File: config.mk
export PLATFORM = sky130hd
export DESIGN_NAME = multicycle_control_flat
export DESIGN_NICKNAME = d
export VERILOG_FILES = /design/src/rtl/multicycle_control_if.sv /design/src/rtl/multicycle_control.sv /design/src/flat_wrapper.sv
export SDC_FILE = /design/constraint.sdc
export NUM_CORES = 1
export LEC_CHECK = 0
export BUFFER_PORTS_ARGS = -buffer_cell sky130_fd_sc_hd__buf_2
export CAP_MARGIN = 20
export CORE_MARGIN = 3
export CORE_UTILIZATION = 26
export CTS_CLUSTER_DIAMETER = 80
export DETAILED_ROUTE_END_ITERATION = 10
export GPL_ROUTABILITY_DRIVEN = 0
export PLACE_DENSITY = 0.57
export SYNTH_ARGS = -nofsm -noshare
export SYNTH_HDL_FRONTEND = slang
export SYNTH_SLANG_ARGS = --single-unit
File: constraint.sdc
create_clock -name clk -period 2.1 [get_ports clk]
set_input_delay 0.42 -clock clk [delete_from_list [all_inputs] [get_ports clk]]
set_output_delay 0.42 -clock clk [all_outputs]
set_load 0.01 [all_outputs]
File: src/rtl/multicycle_control_if.sv
// -----------------------------------------------------------------------------
// multicycle_control_if
// Bundle between the multicycle controller and its datapath.
//   master : controller side (takes opcode/zero/mem_ready, drives controls)
//   slave  : datapath side (drives opcode/zero/mem_ready, takes controls)
// Signals:
//   opcode[5:0], zero, mem_ready              datapath -> controller
//   pc_write, i_or_d, mem_read, mem_write,
//   ir_write, mem_to_reg, reg_dst, reg_write,
//   alu_src_a, alu_src_b[1:0], alu_op[1:0],
//   pc_source[1:0], state_out[3:0], illegal_op controller -> datapath
// -----------------------------------------------------------------------------
interface multicycle_control_if;
  logic [5:0] opcode;
  logic       zero;
  logic       mem_ready;

  logic       pc_write;
  logic       i_or_d;
  logic       mem_read;
  logic       mem_write;
  logic       ir_write;
  logic       mem_to_reg;
  logic       reg_dst;
  logic       reg_write;
  logic       alu_src_a;
  logic [1:0] alu_src_b;
  logic [1:0] alu_op;
  logic [1:0] pc_source;
  logic [3:0] state_out;
  logic       illegal_op;

  modport master (
    input  opcode, zero, mem_ready,
    output pc_write, i_or_d, mem_read, mem_write, ir_write, mem_to_reg,
           reg_dst, reg_write, alu_src_a, alu_src_b, alu_op, pc_source,
           state_out, illegal_op
  );

  modport slave (
    output opcode, zero, mem_ready,
    input  pc_write, i_or_d, mem_read, mem_write, ir_write, mem_to_reg,
           reg_dst, reg_write, alu_src_a, alu_src_b, alu_op, pc_source,
           state_out, illegal_op
  );
endinterface

File: src/rtl/multicycle_control.sv
// -----------------------------------------------------------------------------
// multicycle_control
// Moore-style control FSM for a classic multicycle MIPS datapath
// (LW, SW, R-type, BEQ, J). Memory states can stall on mem_ready.
// Parameters:
//   MEM_WAIT_EN  1: FETCH/MEM_READ/MEM_WRITE wait for mem_ready
//                0: mem_ready ignored (treated as always ready)
// Ports:
//   clk    rising-edge clock
//   reset  asynchronous, active-high; forces FETCH and all outputs to 0
//   bus    multicycle_control_if.master (opcode/zero/mem_ready in,
//          datapath controls, state_out and illegal_op out)
// -----------------------------------------------------------------------------
module multicycle_control #(
  parameter bit MEM_WAIT_EN = 1'b1
) (
  input  logic                   clk,
  input  logic                   reset,
  multicycle_control_if.master   bus
);

  localparam logic [5:0] OP_RTYPE = 6'b000000;
  localparam logic [5:0] OP_LW    = 6'b100011;
  localparam logic [5:0] OP_SW    = 6'b101011;
  localparam logic [5:0] OP_BEQ   = 6'b000100;
  localparam logic [5:0] OP_J     = 6'b000010;

  typedef enum logic [3:0] {
    FETCH     = 4'd0,
    DECODE    = 4'd1,
    MEM_ADDR  = 4'd2,
    MEM_READ  = 4'd3,
    MEM_WB    = 4'd4,
    MEM_WRITE = 4'd5,
    EXECUTE   = 4'd6,
    R_WB      = 4'd7,
    BRANCH    = 4'd8,
    JUMP      = 4'd9
  } state_t;

  // Full control word; one field per datapath control output.
  typedef struct packed {
    logic       pc_write;
    logic       i_or_d;
    logic       mem_read;
    logic       mem_write;
    logic       ir_write;
    logic       mem_to_reg;
    logic       reg_dst;
    logic       reg_write;
    logic       alu_src_a;
    logic [1:0] alu_src_b;
    logic [1:0] alu_op;
    logic [1:0] pc_source;
    logic       illegal_op;
  } ctrl_t;

  localparam ctrl_t CTRL_IDLE = ctrl_t'(16'h0000);

  // True for the opcodes this controller knows how to sequence.
  function automatic logic is_legal_op(input logic [5:0] op);
    logic legal;
    case (op)
      OP_LW, OP_SW, OP_RTYPE, OP_BEQ, OP_J: legal = 1'b1;
      default:                              legal = 1'b0;
    endcase
    return legal;
  endfunction

  // First state after DECODE for a given opcode; unknown opcodes go back to FETCH.
  function automatic state_t decode_target(input logic [5:0] op);
    state_t target;
    case (op)
      OP_LW, OP_SW: target = MEM_ADDR;
      OP_RTYPE:     target = EXECUTE;
      OP_BEQ:       target = BRANCH;
      OP_J:         target = JUMP;
      default:      target = FETCH;
    endcase
    return target;
  endfunction

  state_t     state_r;
  state_t     next_s;
  logic [5:0] op_r;
  logic       ready_s;
  ctrl_t      ctrl_s;
  ctrl_t      out_s;

  // With waits disabled the memory is assumed to always complete in one cycle.
  assign ready_s = MEM_WAIT_EN ? bus.mem_ready : 1'b1;

  // State register.
  always_ff @(posedge clk or posedge reset) begin
    if (reset) begin
      state_r <= FETCH;
    end else begin
      state_r <= next_s;
    end
  end

  // Opcode capture in DECODE; MEM_ADDR routes on this copy because the
  // instruction register input may already be changing by then.
  always_ff @(posedge clk or posedge reset) begin
    if (reset) begin
      op_r <= 6'd0;
    end else if (state_r == DECODE) begin
      op_r <= bus.opcode;
    end else begin
      op_r <= op_r;
    end
  end

  // Next-state and control decode.
  always_comb begin
    next_s = state_r;
    ctrl_s = CTRL_IDLE;
    case (state_r)
      FETCH: begin
        ctrl_s.mem_read  = 1'b1;
        ctrl_s.alu_src_b = 2'b01;
        ctrl_s.alu_op    = 2'b00;
        ctrl_s.pc_source = 2'b00;
        if (ready_s) begin
          // Instruction arrives this cycle: latch it and bump PC together.
          ctrl_s.ir_write = 1'b1;
          ctrl_s.pc_write = 1'b1;
          next_s          = DECODE;
        end else begin
          next_s = FETCH;
        end
      end
      DECODE: begin
        // ALU precomputes the branch target while the opcode is decoded.
        ctrl_s.alu_src_b = 2'b11;
        ctrl_s.alu_op    = 2'b00;
        if (is_legal_op(bus.opcode)) begin
          next_s = decode_target(bus.opcode);
        end else begin
          ctrl_s.illegal_op = 1'b1;
          next_s            = FETCH;
        end
      end
      MEM_ADDR: begin
        ctrl_s.alu_src_a = 1'b1;
        ctrl_s.alu_src_b = 2'b10;
        ctrl_s.alu_op    = 2'b00;
        if (op_r == OP_SW) begin
          next_s = MEM_WRITE;
        end else if (op_r == OP_LW) begin
          next_s = MEM_READ;
        end else begin
          next_s = FETCH;
        end
      end
      MEM_READ: begin
        ctrl_s.mem_read = 1'b1;
        ctrl_s.i_or_d   = 1'b1;
        if (ready_s) begin
          next_s = MEM_WB;
        end else begin
          next_s = MEM_READ;
        end
      end
      MEM_WB: begin
        ctrl_s.reg_write  = 1'b1;
        ctrl_s.mem_to_reg = 1'b1;
        ctrl_s.reg_dst    = 1'b0;
        next_s            = FETCH;
      end
      MEM_WRITE: begin
        ctrl_s.mem_write = 1'b1;
        ctrl_s.i_or_d    = 1'b1;
        if (ready_s) begin
          next_s = FETCH;
        end else begin
          next_s = MEM_WRITE;
        end
      end
      EXECUTE: begin
        ctrl_s.alu_src_a = 1'b1;
        ctrl_s.alu_src_b = 2'b00;
        ctrl_s.alu_op    = 2'b10;
        next_s           = R_WB;
      end
      R_WB: begin
        ctrl_s.reg_write  = 1'b1;
        ctrl_s.reg_dst    = 1'b1;
        ctrl_s.mem_to_reg = 1'b0;
        next_s            = FETCH;
      end
      BRANCH: begin
        ctrl_s.alu_src_a = 1'b1;
        ctrl_s.alu_src_b = 2'b00;
        ctrl_s.alu_op    = 2'b01;
        ctrl_s.pc_source = 2'b01;
        ctrl_s.pc_write  = bus.zero;
        next_s           = FETCH;
      end
      JUMP: begin
        ctrl_s.pc_write  = 1'b1;
        ctrl_s.pc_source = 2'b10;
        next_s           = FETCH;
      end
      default: begin
        // Unused encodings 10-15: recover to FETCH with everything idle.
        ctrl_s = CTRL_IDLE;
        next_s = FETCH;
      end
    endcase
  end

  // Reset masks the control word immediately, without waiting for a clock,
  // so the FETCH defaults never leak out while reset is held.
  always_comb begin
    if (reset) begin
      out_s = CTRL_IDLE;
    end else begin
      out_s = ctrl_s;
    end
  end

  assign bus.pc_write   = out_s.pc_write;
  assign bus.i_or_d     = out_s.i_or_d;
  assign bus.mem_read   = out_s.mem_read;
  assign bus.mem_write  = out_s.mem_write;
  assign bus.ir_write   = out_s.ir_write;
  assign bus.mem_to_reg = out_s.mem_to_reg;
  assign bus.reg_dst    = out_s.reg_dst;
  assign bus.reg_write  = out_s.reg_write;
  assign bus.alu_src_a  = out_s.alu_src_a;
  assign bus.alu_src_b  = out_s.alu_src_b;
  assign bus.alu_op     = out_s.alu_op;
  assign bus.pc_source  = out_s.pc_source;
  assign bus.illegal_op = out_s.illegal_op;
  assign bus.state_out  = state_r;

endmodule

File: src/flat_wrapper.sv
// flat-port wrapper written by rule: the top's interface ports become plain ports
module multicycle_control_flat 
#(
  parameter bit MEM_WAIT_EN = 1'b1
)
  (clk, reset, bus_opcode, bus_zero, bus_mem_ready, bus_pc_write, bus_i_or_d, bus_mem_read, bus_mem_write, bus_ir_write, bus_mem_to_reg, bus_reg_dst, bus_reg_write, bus_alu_src_a, bus_alu_src_b, bus_alu_op, bus_pc_source, bus_state_out, bus_illegal_op);
  multicycle_control_if bus_i ();
  input  logic clk;
  input  logic reset;
  input wire logic [$bits(bus_i.opcode)-1:0] bus_opcode;
  input wire logic [$bits(bus_i.zero)-1:0] bus_zero;
  input wire logic [$bits(bus_i.mem_ready)-1:0] bus_mem_ready;
  output wire logic [$bits(bus_i.pc_write)-1:0] bus_pc_write;
  output wire logic [$bits(bus_i.i_or_d)-1:0] bus_i_or_d;
  output wire logic [$bits(bus_i.mem_read)-1:0] bus_mem_read;
  output wire logic [$bits(bus_i.mem_write)-1:0] bus_mem_write;
  output wire logic [$bits(bus_i.ir_write)-1:0] bus_ir_write;
  output wire logic [$bits(bus_i.mem_to_reg)-1:0] bus_mem_to_reg;
  output wire logic [$bits(bus_i.reg_dst)-1:0] bus_reg_dst;
  output wire logic [$bits(bus_i.reg_write)-1:0] bus_reg_write;
  output wire logic [$bits(bus_i.alu_src_a)-1:0] bus_alu_src_a;
  output wire logic [$bits(bus_i.alu_src_b)-1:0] bus_alu_src_b;
  output wire logic [$bits(bus_i.alu_op)-1:0] bus_alu_op;
  output wire logic [$bits(bus_i.pc_source)-1:0] bus_pc_source;
  output wire logic [$bits(bus_i.state_out)-1:0] bus_state_out;
  output wire logic [$bits(bus_i.illegal_op)-1:0] bus_illegal_op;
  assign bus_i.opcode = bus_opcode;
  assign bus_i.zero = bus_zero;
  assign bus_i.mem_ready = bus_mem_ready;
  assign bus_pc_write = bus_i.pc_write;
  assign bus_i_or_d = bus_i.i_or_d;
  assign bus_mem_read = bus_i.mem_read;
  assign bus_mem_write = bus_i.mem_write;
  assign bus_ir_write = bus_i.ir_write;
  assign bus_mem_to_reg = bus_i.mem_to_reg;
  assign bus_reg_dst = bus_i.reg_dst;
  assign bus_reg_write = bus_i.reg_write;
  assign bus_alu_src_a = bus_i.alu_src_a;
  assign bus_alu_src_b = bus_i.alu_src_b;
  assign bus_alu_op = bus_i.alu_op;
  assign bus_pc_source = bus_i.pc_source;
  assign bus_state_out = bus_i.state_out;
  assign bus_illegal_op = bus_i.illegal_op;
  multicycle_control #(.MEM_WAIT_EN(MEM_WAIT_EN)) u_core (.clk(clk), .reset(reset), .bus(bus_i));
endmodule
==> impl_metrics.env <==
export IMPL_status="finished, final reports clean"
export IMPL_htree_levels=1
export IMPL_drt_drc_violations_left=0
export IMPL_die_h_um=61.3
export IMPL_busiest_layer="met2"
export IMPL_fillerInstances=313
export IMPL_postSynthAreaPerCell_um2=8.94
export IMPL_netlist_area_leader_share=0.314
export IMPL_finalClockSkew_ns=0.000353
export IMPL_fin_tns_setup_ns=0
export IMPL_syn2layout_area_growth_pct=25.8
export IMPL_place_area_um2=956
export IMPL_yosysTopAreaCell="dfrtp_1"
export IMPL_crit_chain="nor2_2 -> nand2_1 -> nor4b_2 -> buf_2"
export IMPL_synth_seq_cells=10
export IMPL_startpoint_type="flip-flop"
export IMPL_synth_simple_gate_area_frac=0.346
export IMPL_finalHoldViolCount=0
export IMPL_grt_overflow=0
export IMPL_period_needed_ns=1.92
export IMPL_ys_seq_area_frac=0.314
export IMPL_rows=19
export IMPL_clk_insertion_delay_late_ns=0.26
export IMPL_synthTopCellsByArea="dfrtp_1 (31%), mux2_4 (7.5%), nor2_1 (4.7%)"
export IMPL_drt_iter0_markers=65
export IMPL_ys_warn_count=0
export IMPL_syn_inst=89
export IMPL_synth_flop_cell="dfrtp_1"
export IMPL_setup_ws_ns=0.181
export IMPL_setup_violations=0
export IMPL_ant_nets=0
export IMPL_tightest_slew_ns=0.458
export IMPL_design_area_mm2=0.00100
export IMPL_fmax_ghz=0.521
export IMPL_port_buffer_count=29
export IMPL_worstPathRequired_ns=1.68
export IMPL_path_class="flip-flop to output pin"
export IMPL_fin_nets=130
export IMPL_start_util=0.281
export IMPL_crit_arrival_ns=1.50
export IMPL_synth_cells_most_frequent="dfrtp_1 (10), nor2_1 (10), nand2_1 (6)"
export IMPL_slowest_delay_ns=0.49
export IMPL_endpoint_kind="output pin"
export IMPL_clkTransAtPathRegs_ns=0.07
export IMPL_antenna_found_initial=0
export IMPL_cts_sinks=10
export IMPL_grt_pass1_wl_um=3270
export IMPL_rsz0062_at_grt="no"
export IMPL_holdWs_ns=0.192
export IMPL_numCtsBuffers=3
export IMPL_drv_slew=0
export IMPL_fin_util=0.354
export IMPL_powerDensity_mw_per_mm2=945
export IMPL_async_reset_ff_frac=1.00
export IMPL_core_area_mm2=0.00283
export IMPL_grt_use_total=0.115
export IMPL_synth_xor_area_frac=0.0330
export IMPL_wirelength_um=2050
export IMPL_ys_types=38
export IMPL_grt_max_degree=19
export IMPL_layout_drive_gt1_share=0.420
export IMPL_synthAdderAreaFrac=0
export IMPL_io_pins=30
export IMPL_post_route_period_util=0.914
export IMPL_clockBufferDepth=2
export IMPL_synth_nets=99
export IMPL_synth_compound_area_frac=0.131
export IMPL_holdCritPathClass="primary input to asynchronous set/reset pin"
export IMPL_dieWidth_um=61.3
export IMPL_pre_cts_slack_ns=0.356
export IMPL_vias=764
export IMPL_cpMaxStageDelayCell="dfrtp_2"
export IMPL_met3_usage=0.0147
export IMPL_cp_max_fo=11
export IMPL_viasPerCell=5.09
export IMPL_synth_top_family_by_area="simple AND/OR/NAND/NOR gates"
export IMPL_die_area_mm2=0.00376
export IMPL_muxShareOfSynthArea=0.0896
export IMPL_grt_use_met2=0.177
export IMPL_drv_cap=0
export IMPL_dpl_hpwl_um=1590
export IMPL_grt_pass1_vias=706
export IMPL_synth_enable_flop_cells=0
export IMPL_use_met1=0.163
export IMPL_cts_root_buffer="clkbuf_4"
export IMPL_ir_drop_uv=461
export IMPL_tritoncts="built"
export IMPL_relSlewSlack=0.695
export IMPL_avgRoutedWirePerCell_um=13.7
export IMPL_leakagePower_nw=0.495
export IMPL_dr_pass1_iters=4
export IMPL_syn_cell_area_um2=796
export IMPL_antennaDiodeCount=0
[path summary, 6_finish.rpt]
kind	startpoint	end	slack, ns	cells past startpoint
max in group asynchronous	reset	u_core.bus.state_out[1]	1.75	3
hold / removal	reset	u_core.op_r[1]	0.19	3
setup reg to reg	u_core.bus.state_out[0]	u_core.op_r[2]	0.50	3
hold reg to reg	u_core.op_r[3]	u_core.bus.state_out[1]	0.48	1
setup / recovery	u_core.bus.state_out[3]	bus_ir_write	0.18	4
min in group clk	bus_opcode[4]	u_core.bus.state_out[3]	0.37	2
[per-layer routing]
metal | part of all wire | up-vias
met5 | 0 | -
met1 | 0.48 | 351
li1 | - | 379
met4 | 0.0097 | 0
met2 | 0.43 | 30
met3 | 0.076 | 4
[kinds of logic after synthesis]
kind of cell    count (synthesis)
simple gates                   45
mux                             5
flops                          10
xor+xnor                        3
compound gates                 15
buf+inv                        11
[cell type report]
type	count	area [um^2]	share of cell area
Clock buffer	4	36.3	0.0363
Inverter	4	15.0	0.0150
Multi-Input combinational cell	68	483	0.482
Sequential cell	10	253	0.252
Tap cell	31	38.8	0.0388
Timing Repair Buffer	33	175	0.175
[cell usage in the layout, fill, tap and decap left out, types with 3 or more instances in the layout]
cell type	n
nor3_1	4
mux2_4	4
buf_4	4
nand2b_1	3
nand2_1	6
inv_1	4
nor2b_1	3
buf_2	29
nor2_1	10
dfrtp_1	8
clkbuf_4	3
and3_1	3
[timing repair]
item	4_1_cts	5_1_grt
endpoints found under the hold margin	0	0
setup buffers	0	0
hold buffers	0	0
gates resized for setup	0	3
endpoints found under the setup margin	0	3
[power breakdown]
group | switching (mW) | internal, mW
Combinational | 0.195 | 0.233
Sequential | 0.0809 | 0.264
Clock | 0.0681 | 0.105
Total | 0.344 | 0.602
[registers in the layout (all words and copies together), names as in the netlist]
| name | count |
|---|---|
| u_core.op_r | 6 |
| u_core.bus.state_out | 4 |
[metrics by stage]
step,std cells,total power [mW]
3_5_place_dp,146,0.777
6_report,150,0.946
2_1_floorplan,89,0.663
5_1_grt,150,1.01
3_3_place_gp,146,0.771
4_1_cts,150,0.955
[worst max-delay path: cells and delay by family (launching register included)]
family | cells | cell delay (ns)
AND/OR/NAND/NOR | 3 | 0.58
flip-flops | 1 | 0.49
buffers and inverters | 1 | 0.17
Note: power is estimated with default switching activity, not from simulation.
